===== config.mk =====
export PLATFORM = sky130hd
export DESIGN_NAME = store_packer_flat
export DESIGN_NICKNAME = d
export VERILOG_FILES = /design/src/rtl/store_packer_if.sv /design/src/rtl/store_packer.sv /design/src/flat_wrapper.sv
export SDC_FILE = /design/constraint.sdc
export NUM_CORES = 1
export LEC_CHECK = 0
export BUFFER_PORTS_ARGS = -buffer_cell sky130_fd_sc_hd__clkbuf_2
export CORE_ASPECT_RATIO = 1.25
export CORE_MARGIN = 8
export CORE_UTILIZATION = 50
export CTS_CLUSTER_SIZE = 40
export DETAILED_ROUTE_END_ITERATION = 8
export PLACE_DENSITY_LB_ADDON = 0.05
export RECOVER_POWER = 50
export SLEW_MARGIN = 20
export SYNTH_ARGS = -nofsm -noshare
export SYNTH_HDL_FRONTEND = slang
export SYNTH_SLANG_ARGS = --single-unit

===== constraint.sdc =====
create_clock -name clk -period 1.8 [get_ports clk]
set_input_delay 0.09 -clock clk [delete_from_list [all_inputs] [get_ports clk]]
set_output_delay 0.09 -clock clk [all_outputs]
set_load 0.03 [all_outputs]

===== src/rtl/store_packer_if.sv =====
// Store request / packed memory write bus for store_packer.
// Upstream request handshake (in_*) and downstream memory write handshake (out_*).
interface store_packer_if #(
    parameter int unsigned addrBits = 32,
    parameter int unsigned dataBits = 32
);
    logic                in_valid;
    logic                in_ready;
    logic [dataBits-1:0] in_data;
    logic [addrBits-1:0] in_addr;
    logic [1:0]          in_size;
    logic                out_valid;
    logic                out_ready;
    logic [addrBits-1:0] out_addr;
    logic [dataBits-1:0] out_wdata;
    logic [3:0]          out_be;
    logic                out_err;

    // Requester / memory side: drives requests, consumes writes.
    modport master (
        output in_valid, in_data, in_addr, in_size, out_ready,
        input  in_ready, out_valid, out_addr, out_wdata, out_be, out_err
    );

    // Packer side.
    modport slave (
        input  in_valid, in_data, in_addr, in_size, out_ready,
        output in_ready, out_valid, out_addr, out_wdata, out_be, out_err
    );
endinterface


===== src/rtl/store_packer.sv =====
// store_packer: steers a store's register data onto little-endian byte lanes,
// builds byte enables, and buffers the packed write in a 2-entry FIFO
// (1-cycle latency, full throughput).
// Optional macro STORE_MISALIGN_TRAP_EN: misaligned half/word stores are enqueued
// with out_be=0000 and out_err=1 instead of being silently aligned.
module store_packer #(
    parameter int unsigned addrBits = 32,
    parameter int unsigned dataBits = 32
) (
    input logic              clk,
    input logic              reset,
    store_packer_if.slave    bus
);

    typedef struct packed {
        logic [addrBits-1:0] addr;
        logic [dataBits-1:0] wdata;
        logic [3:0]          be;
        logic                err;
    } entry_t;

    typedef enum logic [1:0] {StEmpty, StOne, StTwo} state_e;

    state_e state_q, state_d;
    entry_t slot0_q, slot0_d;  // head
    entry_t slot1_q, slot1_d;
    entry_t pack;

    logic in_ready, out_valid, push, pop;
    logic [addrBits-1:0] out_addr;
    logic [dataBits-1:0] out_wdata;
    logic [3:0]          out_be;
    logic                out_err;

    // Pack the incoming request into a memory write entry.
    always_comb begin
        pack       = '0;
        pack.addr  = {bus.in_addr[addrBits-1:2], 2'b00};
        pack.wdata = bus.in_data;
        case (bus.in_size)
            2'b00: begin
                pack.wdata = {4{bus.in_data[7:0]}};
                pack.be    = 4'b0001 << bus.in_addr[1:0];
            end
            2'b01: begin
                pack.wdata = {2{bus.in_data[15:0]}};
                pack.be    = bus.in_addr[1] ? 4'b1100 : 4'b0011;
`ifdef STORE_MISALIGN_TRAP_EN
                if (bus.in_addr[0]) begin
                    pack.be  = 4'b0000;
                    pack.err = 1'b1;
                end
`endif
            end
            2'b10: begin
                pack.be = 4'b1111;
`ifdef STORE_MISALIGN_TRAP_EN
                if (bus.in_addr[1:0] != 2'b00) begin
                    pack.be  = 4'b0000;
                    pack.err = 1'b1;
                end
`endif
            end
            default: pack.be = 4'b0000;  // reserved size: passes through, no lanes enabled
        endcase
    end

    // Occupancy state register.
    always_ff @(posedge clk) begin
        if (reset) begin
            state_q <= StEmpty;
        end else begin
            state_q <= state_d;
        end
    end

    // Occupancy next state and FIFO slot updates.
    always_comb begin
        state_d = state_q;
        slot0_d = slot0_q;
        slot1_d = slot1_q;
        unique case (state_q)
            StEmpty: begin
                if (push) begin
                    state_d = StOne;
                    slot0_d = pack;
                end
            end
            StOne: begin
                case ({push, pop})
                    2'b10: begin
                        state_d = StTwo;
                        slot1_d = pack;
                    end
                    2'b01: begin
                        state_d = StEmpty;
                        slot0_d = '0;
                    end
                    2'b11: slot0_d = pack;  // head retires, new entry becomes head
                    default: ;
                endcase
            end
            StTwo: begin
                if (pop) begin
                    state_d = StOne;
                    slot0_d = slot1_q;
                    slot1_d = '0;
                end
            end
            default: state_d = StEmpty;
        endcase
    end

    // FIFO slot registers; reset discards anything pending.
    always_ff @(posedge clk) begin
        if (reset) begin
            slot0_q <= '0;
            slot1_q <= '0;
        end else begin
            slot0_q <= slot0_d;
            slot1_q <= slot1_d;
        end
    end

    // Handshake and head-entry outputs, all decoded from registered state.
    always_comb begin
        in_ready  = (state_q != StTwo);
        out_valid = (state_q != StEmpty);
        push      = bus.in_valid & in_ready;
        pop       = out_valid & bus.out_ready;
        out_addr  = '0;
        out_wdata = '0;
        out_be    = '0;
        out_err   = 1'b0;
        if (out_valid) begin
            out_addr  = slot0_q.addr;
            out_wdata = slot0_q.wdata;
            out_be    = slot0_q.be;
            out_err   = slot0_q.err;
        end
    end

    assign bus.in_ready  = in_ready;
    assign bus.out_valid = out_valid;
    assign bus.out_addr  = out_addr;
    assign bus.out_wdata = out_wdata;
    assign bus.out_be    = out_be;
    assign bus.out_err   = out_err;

endmodule


===== src/flat_wrapper.sv =====
// flat-port wrapper written by rule: the top's interface ports become plain ports
module store_packer_flat 
#(
    parameter int unsigned addrBits = 32,
    parameter int unsigned dataBits = 32
)
  (clk, reset, bus_in_valid, bus_in_data, bus_in_addr, bus_in_size, bus_out_ready, bus_in_ready, bus_out_valid, bus_out_addr, bus_out_wdata, bus_out_be, bus_out_err);
  store_packer_if #(.addrBits(addrBits), .dataBits(dataBits)) bus_i ();
  input logic clk;
  input logic reset;
  input wire logic [$bits(bus_i.in_valid)-1:0] bus_in_valid;
  input wire logic [$bits(bus_i.in_data)-1:0] bus_in_data;
  input wire logic [$bits(bus_i.in_addr)-1:0] bus_in_addr;
  input wire logic [$bits(bus_i.in_size)-1:0] bus_in_size;
  input wire logic [$bits(bus_i.out_ready)-1:0] bus_out_ready;
  output wire logic [$bits(bus_i.in_ready)-1:0] bus_in_ready;
  output wire logic [$bits(bus_i.out_valid)-1:0] bus_out_valid;
  output wire logic [$bits(bus_i.out_addr)-1:0] bus_out_addr;
  output wire logic [$bits(bus_i.out_wdata)-1:0] bus_out_wdata;
  output wire logic [$bits(bus_i.out_be)-1:0] bus_out_be;
  output wire logic [$bits(bus_i.out_err)-1:0] bus_out_err;
  assign bus_i.in_valid = bus_in_valid;
  assign bus_i.in_data = bus_in_data;
  assign bus_i.in_addr = bus_in_addr;
  assign bus_i.in_size = bus_in_size;
  assign bus_i.out_ready = bus_out_ready;
  assign bus_in_ready = bus_i.in_ready;
  assign bus_out_valid = bus_i.out_valid;
  assign bus_out_addr = bus_i.out_addr;
  assign bus_out_wdata = bus_i.out_wdata;
  assign bus_out_be = bus_i.out_be;
  assign bus_out_err = bus_i.out_err;
  store_packer #(.addrBits(addrBits), .dataBits(dataBits)) u_core (.clk(clk), .reset(reset), .bus(bus_i));
endmodule

# == Word level (Yosys, flattened, before mapping) ==
# Cells that the tools add are included.
# classes
n_mux,18
bitwise,2
shifts,1
n_reduce_logical,8
eq_ne,13
# op_table
cell,n
two-way mux 69 bit,4
case mux 69 bit (2 select lines),2
case mux 69 bit (3 select lines),1
two-way mux 32 bit,2
case mux 32 bit (2 select lines),1
case mux 4 bit (3 select lines),1
== test 2 bit (second input constant),4
two-way mux 4 bit,2
== test 2 x 1 -> 1 bit (second input constant),3
!= test 2 x 1 -> 1 bit (second input constant),3
case mux 2 bit (3 select lines),1
AND reduction 3 bit,2
logical NOT 2 bit,2
two-way mux 2 bit,2
case mux 2 bit (2 select lines),1
AND reduction 4 bit,1
nonzero test 2 bit,2
left shift 1 x 2 -> 4 bit (first input constant),1
!= test 3 x 2 -> 1 bit (second input constant),1
!= test 3 bit (second input constant),1
nonzero test 3 bit,1
AND 1 bit,2
!= test 2 bit (second input constant),1
two-way mux 1 bit,1
# totals
out_inout_bits,71
input_bits,70
register_bits,140
word_cells,51

# == Longest topological paths before layout ==
# Gate-level depths: netlist (run 1).
# logic_depth
depth_word,5
mapped_depth,9
depth_no_buf,6

# == Least setup slack after synthesis (run 1) ==
# No wires, ideal clock.
# synth_path
path_kind,register to register
startpoint,register u_core.state_q[0]
endpoint,register u_core.slot0_q[20] in the netlist's numbering
path_stages_with_launch,10
n_path_buf,3
arrival_time_ns,1.684
setup_slack_ns,-0.018
path_cell_list,dfxtp_1 -> inv_1 -> ha_1 -> buf_4 -> inv_1 -> a41o_1 -> buf_6 -> buf_4 -> a22oi_1 -> a211oi_2
# synth_via
elab_chain_cells,5
elab_cells_between_ends,16
classes_between,eq/ne: 8; mux: 2; bitwise: 2; reduce/logical: 4
# synth_rtl
element,line,rtl
"start, declared",store_packer.sv:24,"state_e state_q, state_d;"
"start signal, assigned",store_packer.sv:71,state_q <= StEmpty;
"start signal, assigned",store_packer.sv:73,state_q <= state_d;
!= test 2 bit or nonzero test 2 bit (tied branches),"store_packer.sv:127, store_packer.sv:128",
"AND 1 bit, on equally long branches","store_packer.sv:129, store_packer.sv:130",
== test 2 bit or == test 2 x 1 -> 1 bit (tied branches),store_packer.sv:90,"case ({push, pop})"
case mux 69 bit (2 select lines) or != test 3 bit (tied branches),--,
case mux 69 bit (3 select lines) or AND reduction 4 bit (tied branches),--,
"end signal, assigned",store_packer.sv:120,slot0_q <= slot0_d;
"end, declared",store_packer.sv:25,"entry_t slot0_q, slot0_d;"
# Parallel ways exist; a longest one is shown, timed or not. The select of a mux whose other input is x is not followed.
# A chain may end at the register's enable or synchronous reset.

# == Worst setup path after layout (run 1) ==
# layout_path
startpoint,register u_core.state_q[0]
endpoint,register u_core.slot0_q[45] in the netlist's numbering
# The elaborated chain is that of the path after synthesis.

==> run metrics, run 1 <==
period utilisation layout=between 90 and 100%; ratio of cells with drive above 1 in the final layout=between 30% and 40%; top layer in use=met4; Tmin final=between 1.5 and 2 ns; Num CTS Buffers=17; metal3 WL=~1300 um; 1st-iter DRT viols=391; Worst-path clk slew=approximately 0.060 ns; unrepaired setup endpoints after global routing=true; VDD IR max=around 1.1 mV; Root Buffer=clkbuf_16; Ys Warns=0; all-layer global routing usage=approximately 24%; Slew headroom=about half; fmax=559 MHz; number of global-route vias before repair=6789; Setup TNS=0 ns; RePlAce Congestion=between 0.9 and 1; met1 WL=~9200 um; pre-CTS WS=-0.0762 ns; Clock Skews=~0.0069 ns; Synth-to-Final Area Change=34.5%; Max Slew Vio Count=0; Yosys reg bits=134; die height=between 100 and 150 um; setup ws final=between 0.009 and 0.01 ns; final setup vio count=0; global-route wire length before repair=around 35000 um; synthesized instance count=between 700 and 800; Leakage=about 3.5 nW; R2R depth=7; Worst Path Arrival=about 2.1 ns; drt drc=0; H-tree depth=4; Initial Util=between 50% and 60%; antenna violations before repair=0; CP max FO=15; fin nets=~1000; number of I/O pins=141; final HPWL from detailed placement=~14000 um; metal2 WL=11500 um; Inserted Diodes=0; cell area after synthesis=6740 sq um; Hold Path Depth=3; WS Path Type=flip-flop to flip-flop; Die ar.=between 15000 and 20000 sq um; top cells by count, synth=dfxtp_1 (134), a21oi_1 (124), nor2b_1 (67); Async SR Flop Fraction=0%; CTS sink count=between 100 and 150; Synth area leaders=dfxtp_1 (40%), a21oi_1 (9.2%), a211oi_2 (7.4%); IO buf count=approximately 140; row cnt=47; Mean Syn Cell Area=slightly below 9 sq um; Pwr Total=~18 mW; CP required=between 2 and 2.5 ns; post-synth top area share=39.8%; ANT nets after route=0; DR vias=between 6000 and 7000; startpoint types=flip-flop; Worst setup EP type=flip-flop; Layout Utilization=roughly two thirds; largest net degree at the start of global routing=66; core area=13200 sq um; Hold WS=between 0.04 and 0.05 ns; Max clock buf depth=2; Routed WL=around 22000 um; final hold violations=0; clk_lat worst skew=between 0.4 and 0.5 ns; drt pass-1 iters=5; R2R Setup Slk=about 0.01 ns; Die Wd=around 120 um; top-count cell post-synth=dfxtp_1; dominant synthesized flop cell=dfxtp_1; status=completed; Pwr Density=roughly 2000 nW/um^2; count of cell types in the netlist=42; Max Cap Viol=0; EDFF count, synth=0; class of the worst hold path=primary input to flip-flop; register area share after synthesis=~40%; CTS tree=yes; routed len/inst=between 20 and 25 um; Least-Margin Pin Slew=around 0.75 ns; GR Overflow Total=0; most area-hungry cell type in the Yosys netlist=dfxtp_1; vias per inst=6.04
==> cells in the final DEF, fill, tap and decap left out, types with 18 or more instances in the layout <==
cell             n
dfxtp_1        132
clkbuf_2       129
a21oi_1        124
nor2b_1         65
o21ai_0         57
nand3_1         55
a211oi_2        40
a22oi_1         40
dlygate4sd3_1   30
clkbuf_16       22
buf_4           22
nand2_1         19
buf_12          18
==> routing by layer <==
metal  vias to the layer above  global-route usage, %
met3                        34                   4.50
met1                      3257                   28.8
met4                         0                   9.14
met5                         -                      0
li1                       3159                      -
met2                       243                   42.1
==> sequential cells by signal, summed over array words and instances, names as in the netlist <==
| name | cells |
|---|---|
| u_core.slot0_q | 66 |
| u_core.slot1_q | 66 |
| u_core.state_q | 2 |
==> kinds of logic (layout without fill, tap and decap cells) <==
| logic type | Yosys count | after routing | synth area share (%) |
|---|---|---|---|
| and+or+nand+nor | 169 | 169 | 13.9 |
| other | 1 | 3 | 0.0556 |
| adders and majority gates | 4 | 4 | 0.742 |
| DFF | 134 | 134 | 39.8 |
| muxes | 26 | 26 | 4.03 |
| buffers and inverters | 97 | 260 | 7.11 |
| AOI/OAI and AO/OA | 342 | 342 | 34.4 |
==> what timing repair did <==
action / CTS / global route
endpoints found under the hold margin: 30 / 0
gates resized for setup: 21 / 37
pin swaps: 3 / 15
buffers inserted: 3 / 5
hold buffers: 30 / 0
endpoints found under the setup margin: 132 / 152
cloned: 0 / 8
==> stage by stage <==
stage / cells / area [sq um]
2_1_floorplan: 775 / 6750
3_3_place_gp: 1031 / 7720
3_5_place_dp: 1031 / 7720
4_1_cts: 1096 / 8700
5_1_grt: 1109 / 9070
6_report: 1109 / 9070
==> final timing paths <==
| check | start | end |
|---|---|---|
| min | bus_in_data[3] | u_core.slot1_q[8] |
| max | u_core.state_q[0] | u_core.slot0_q[45] |
| min reg2reg | u_core.slot1_q[41] | u_core.slot1_q[41] |
| max reg2reg | u_core.state_q[0] | u_core.slot0_q[45] |
==> layout make-up <==
cell class / instances / area [sq um]
clock buffer: 18 / 429
multi-input combinational: 544 / 3780
inverter: 7 / 31.3
clock inverter: 14 / 151
tap: 171 / 214
sequential: 134 / 2690
timing repair buffer: 221 / 1780
fill: 1082 / 4160
==> worst max-delay path, cell delays in order (launching register included) <==
cell and delay [ns]:
dfxtp_4 0.37, inv_4 0.09, ha_4 0.22, nor2_4 0.06
a41o_4 0.36, buf_12 0.18, a22oi_1 0.28, a211oi_2 0.11
==> where the power goes <==
group | internal (mW) | switching, mW
clock network | 2.05 | 1.36
logic | 4.14 | 5.83
registers | 4.28 | 0.697
total | 10.5 | 7.89
(Power assumes the default switching activity.)
==> inputs of run 2 (changes only) <==
--- a/config.mk
+++ b/config.mk
@@ -8,5 +8,5 @@
 export BUFFER_PORTS_ARGS = -buffer_cell sky130_fd_sc_hd__clkbuf_2
 export CORE_ASPECT_RATIO = 1.25
-export CORE_MARGIN = 8
+export CORE_MARGIN = 5
 export CORE_UTILIZATION = 50
 export CTS_CLUSTER_SIZE = 40
==> constraint.sdc (replaced) <==
create_clock -name clk -period 1.8 [get_ports clk]
set_input_delay 0.09 -clock clk [delete_from_list [all_inputs] [get_ports clk]]
set_output_delay 0.09 -clock clk [all_outputs]
set_load 0.1 [all_outputs]
==> run metrics, run 2 (synthesis gave the netlist of run 1 again) <==
unrepaired setup endpoints after global routing=true; Area after DPL=between 9000 and 10000 sq um; r2r startpoint=u_core.state_q[0]; number of global-route vias before repair=between 6000 and 7000; final instance area=between 10000 and 15000 sq um; largest registers=u_core.slot0_q x66, u_core.slot1_q x66, u_core.state_q x2; RePlAce Congestion=about 0.84; Setup TNS=-0.0374 ns; pre-CTS WS=-0.0521 ns; P_int=~12 mW; fin nets=slightly below 1000; sequential share of power=between 20% and 30%; clock power share=between 10 and 15%; Synth-to-Final Area Change=53.6%; drt drc=0; WS Path Type=flip-flop to flip-flop; CP required=around 2.1 ns; R2R depth=8; Die Wd=114 um; 1st-iter DRT viols=just under 600; Worst setup endpoint=u_core.slot0_q[52]; largest net degree at the start of global routing=slightly above 70; R2R Setup Slk=-0.03 ns; class of the worst hold path=primary input to flip-flop; Max Slew Vio Count=0; final HPWL from detailed placement=~14000 um; Max clock buf depth=2; Pwr Density=2220 nW/um^2; CTS sink count=134; number of I/O pins=141; clk_lat worst skew=between 0.4 and 0.5 ns; setup ws final=-0.0277 ns; Worst Path Arrival=2.15 ns; DR vias=6961; failing checks=negative setup slack; fill cell count=861; NetSw=between 10 and 15 mW; fmax=about 550 MHz; Max Cap Viol=0; Slew headroom=a little under half; sw frac=around 47%; number of placed cells counting well taps=1029; Worst setup EP type=flip-flop; startpoint types=flip-flop; Initial Util=51.0%; antenna violations before repair=0; area occupied by multi-input gates=about 4200 sq um; core area=approximately 13000 sq um; Inserted Diodes=0; Leakage=3.82 nW; drt pass-1 iters=5; Worst-path clk slew=0.06 ns; Die ar.=between 15000 and 20000 sq um; row cnt=47; Tmin final=around 1.8 ns; die height=about 140 um; Reg area=around 2700 sq um; ratio of cells with drive above 1 in the final layout=about two fifths; Clock Skews=~0.009 ns; Least-Margin Pin Slew=between 0.8 and 0.9 ns; status=complete, but fails checks; CP max FO=29; Hold WS=approximately 0.035 ns; H-tree depth=4; Comb power frac=about 64%; routed len/inst=20.3 um; period utilisation layout=102%; RR Endpoint=u_core.slot0_q[52]; commonest non-fill, non-tap cell in the layout=dfxtp_1; final hold violations=0; CTS tree=yes; crit path from=u_core.state_q[0]; GR Overflow Total=0; Root Buffer=clkbuf_16; final setup vio count=3; VDD IR max=approximately 1.3 mV; Routed WL=approximately 22000 um; global-route wire length before repair=roughly 35000 um; fin cells=roughly 1100; most frequent cells in the layout=dfxtp_1 (132), a21oi_1 (124), buf_12 (80), clkbuf_2 (68), nand3_1 (55); ANT nets after route=0; IO buf count=between 100 and 150; all-layer global routing usage=a little over a quarter; Num CTS Buffers=17; vias per inst=6.30
-- run 2: cell types whose count changed in the layout (fill, tap and decap cells not counted), sizes merged --
cell / before / now
buf: 50 / 111
dlygate4sd3: 30 / 34
bufinv: 2 / 0
inv: 10 / 6
clkinvlp: 5 / 4
clkbuf: 159 / 97
-- run 2: layout make-up --
type | instances | share of cell area (%)
multi-input combinational | 544 | 40.3
tap | 171 | 2.07
sequential | 134 | 25.9
inverter | 7 | 0.314
timing repair buffer | 217 | 26.2
clock buffer | 25 | 4.78
clock inverter | 7 | 0.447
-- run 2: routing by layer --
layer  GRT usage (%)  part of all wire [%]  up-vias  wire length (um)
met5               0                     0        -                 0
met4            10.9                   2.8        0               632
met3            4.73                   7.5       62              1690
met2            46.3                    52      395             11700
met1            32.8                    37     3365              8420
li1                -                     -     3139                 -
-- run 2: worst max-delay path: stages, from the launching register on --
cell and delay (ns):
dfxtp_2 0.33, inv_2 0.09, ha_1 0.23, buf_4 0.17, inv_4 0.06, nor2_4 0.16, buf_8 0.25, a22oi_1 0.15
a211oi_2 0.28
-- run 2: how the worst min path moves through the flow --
stage	slack, ns	from	cells after the start	endpoint
floorplan	0.24	bus_in_data[5]	2	u_core.slot1_q[10]
global placement	0.34	bus_in_addr[17]	3	u_core.slot1_q[54]
detailed placement	0.35	bus_in_addr[5]	3	u_core.slot1_q[42]
CTS	0.0007	bus_in_data[6]	3	u_core.slot1_q[11]
global route	0.03	bus_in_data[1]	3	u_core.slot1_q[6]
finish	0.03	bus_in_data[1]	3	u_core.slot1_q[6]
-- run 2: stage by stage --
step	utilization [%]	power, mW
after floorplan	-	14.4
after CTS	75.9	22.1
after global placement	68.6	18.2
final	78.3	23.0
after detailed placement	68.6	18.6
after global routing	78.3	24.0
-- run 2: power groups by stage --
| stage | sequential (mW) | clock (mW) | combinational [mW] |
|---|---|---|---|
| 2_1_floorplan | 4.76 | 0 | 9.68 |
| 3_3_place_gp | 4.93 | 0 | 13.3 |
| 3_5_place_dp | 4.97 | 0 | 13.6 |
| 4_1_cts | 4.95 | 3.17 | 14.0 |
| 5_1_grt | 5.13 | 3.32 | 15.5 |
| 6_report | 5.01 | 3.16 | 14.8 |
-- run 2: repair_timing --
action	CTS	global route
buffers inserted	0	5
endpoints found under the hold margin	34	0
pin swaps	1	8
gates resized for setup	14	40
gates cloned	1	4
setup endpoints to repair	93	161
hold buffers	34	0
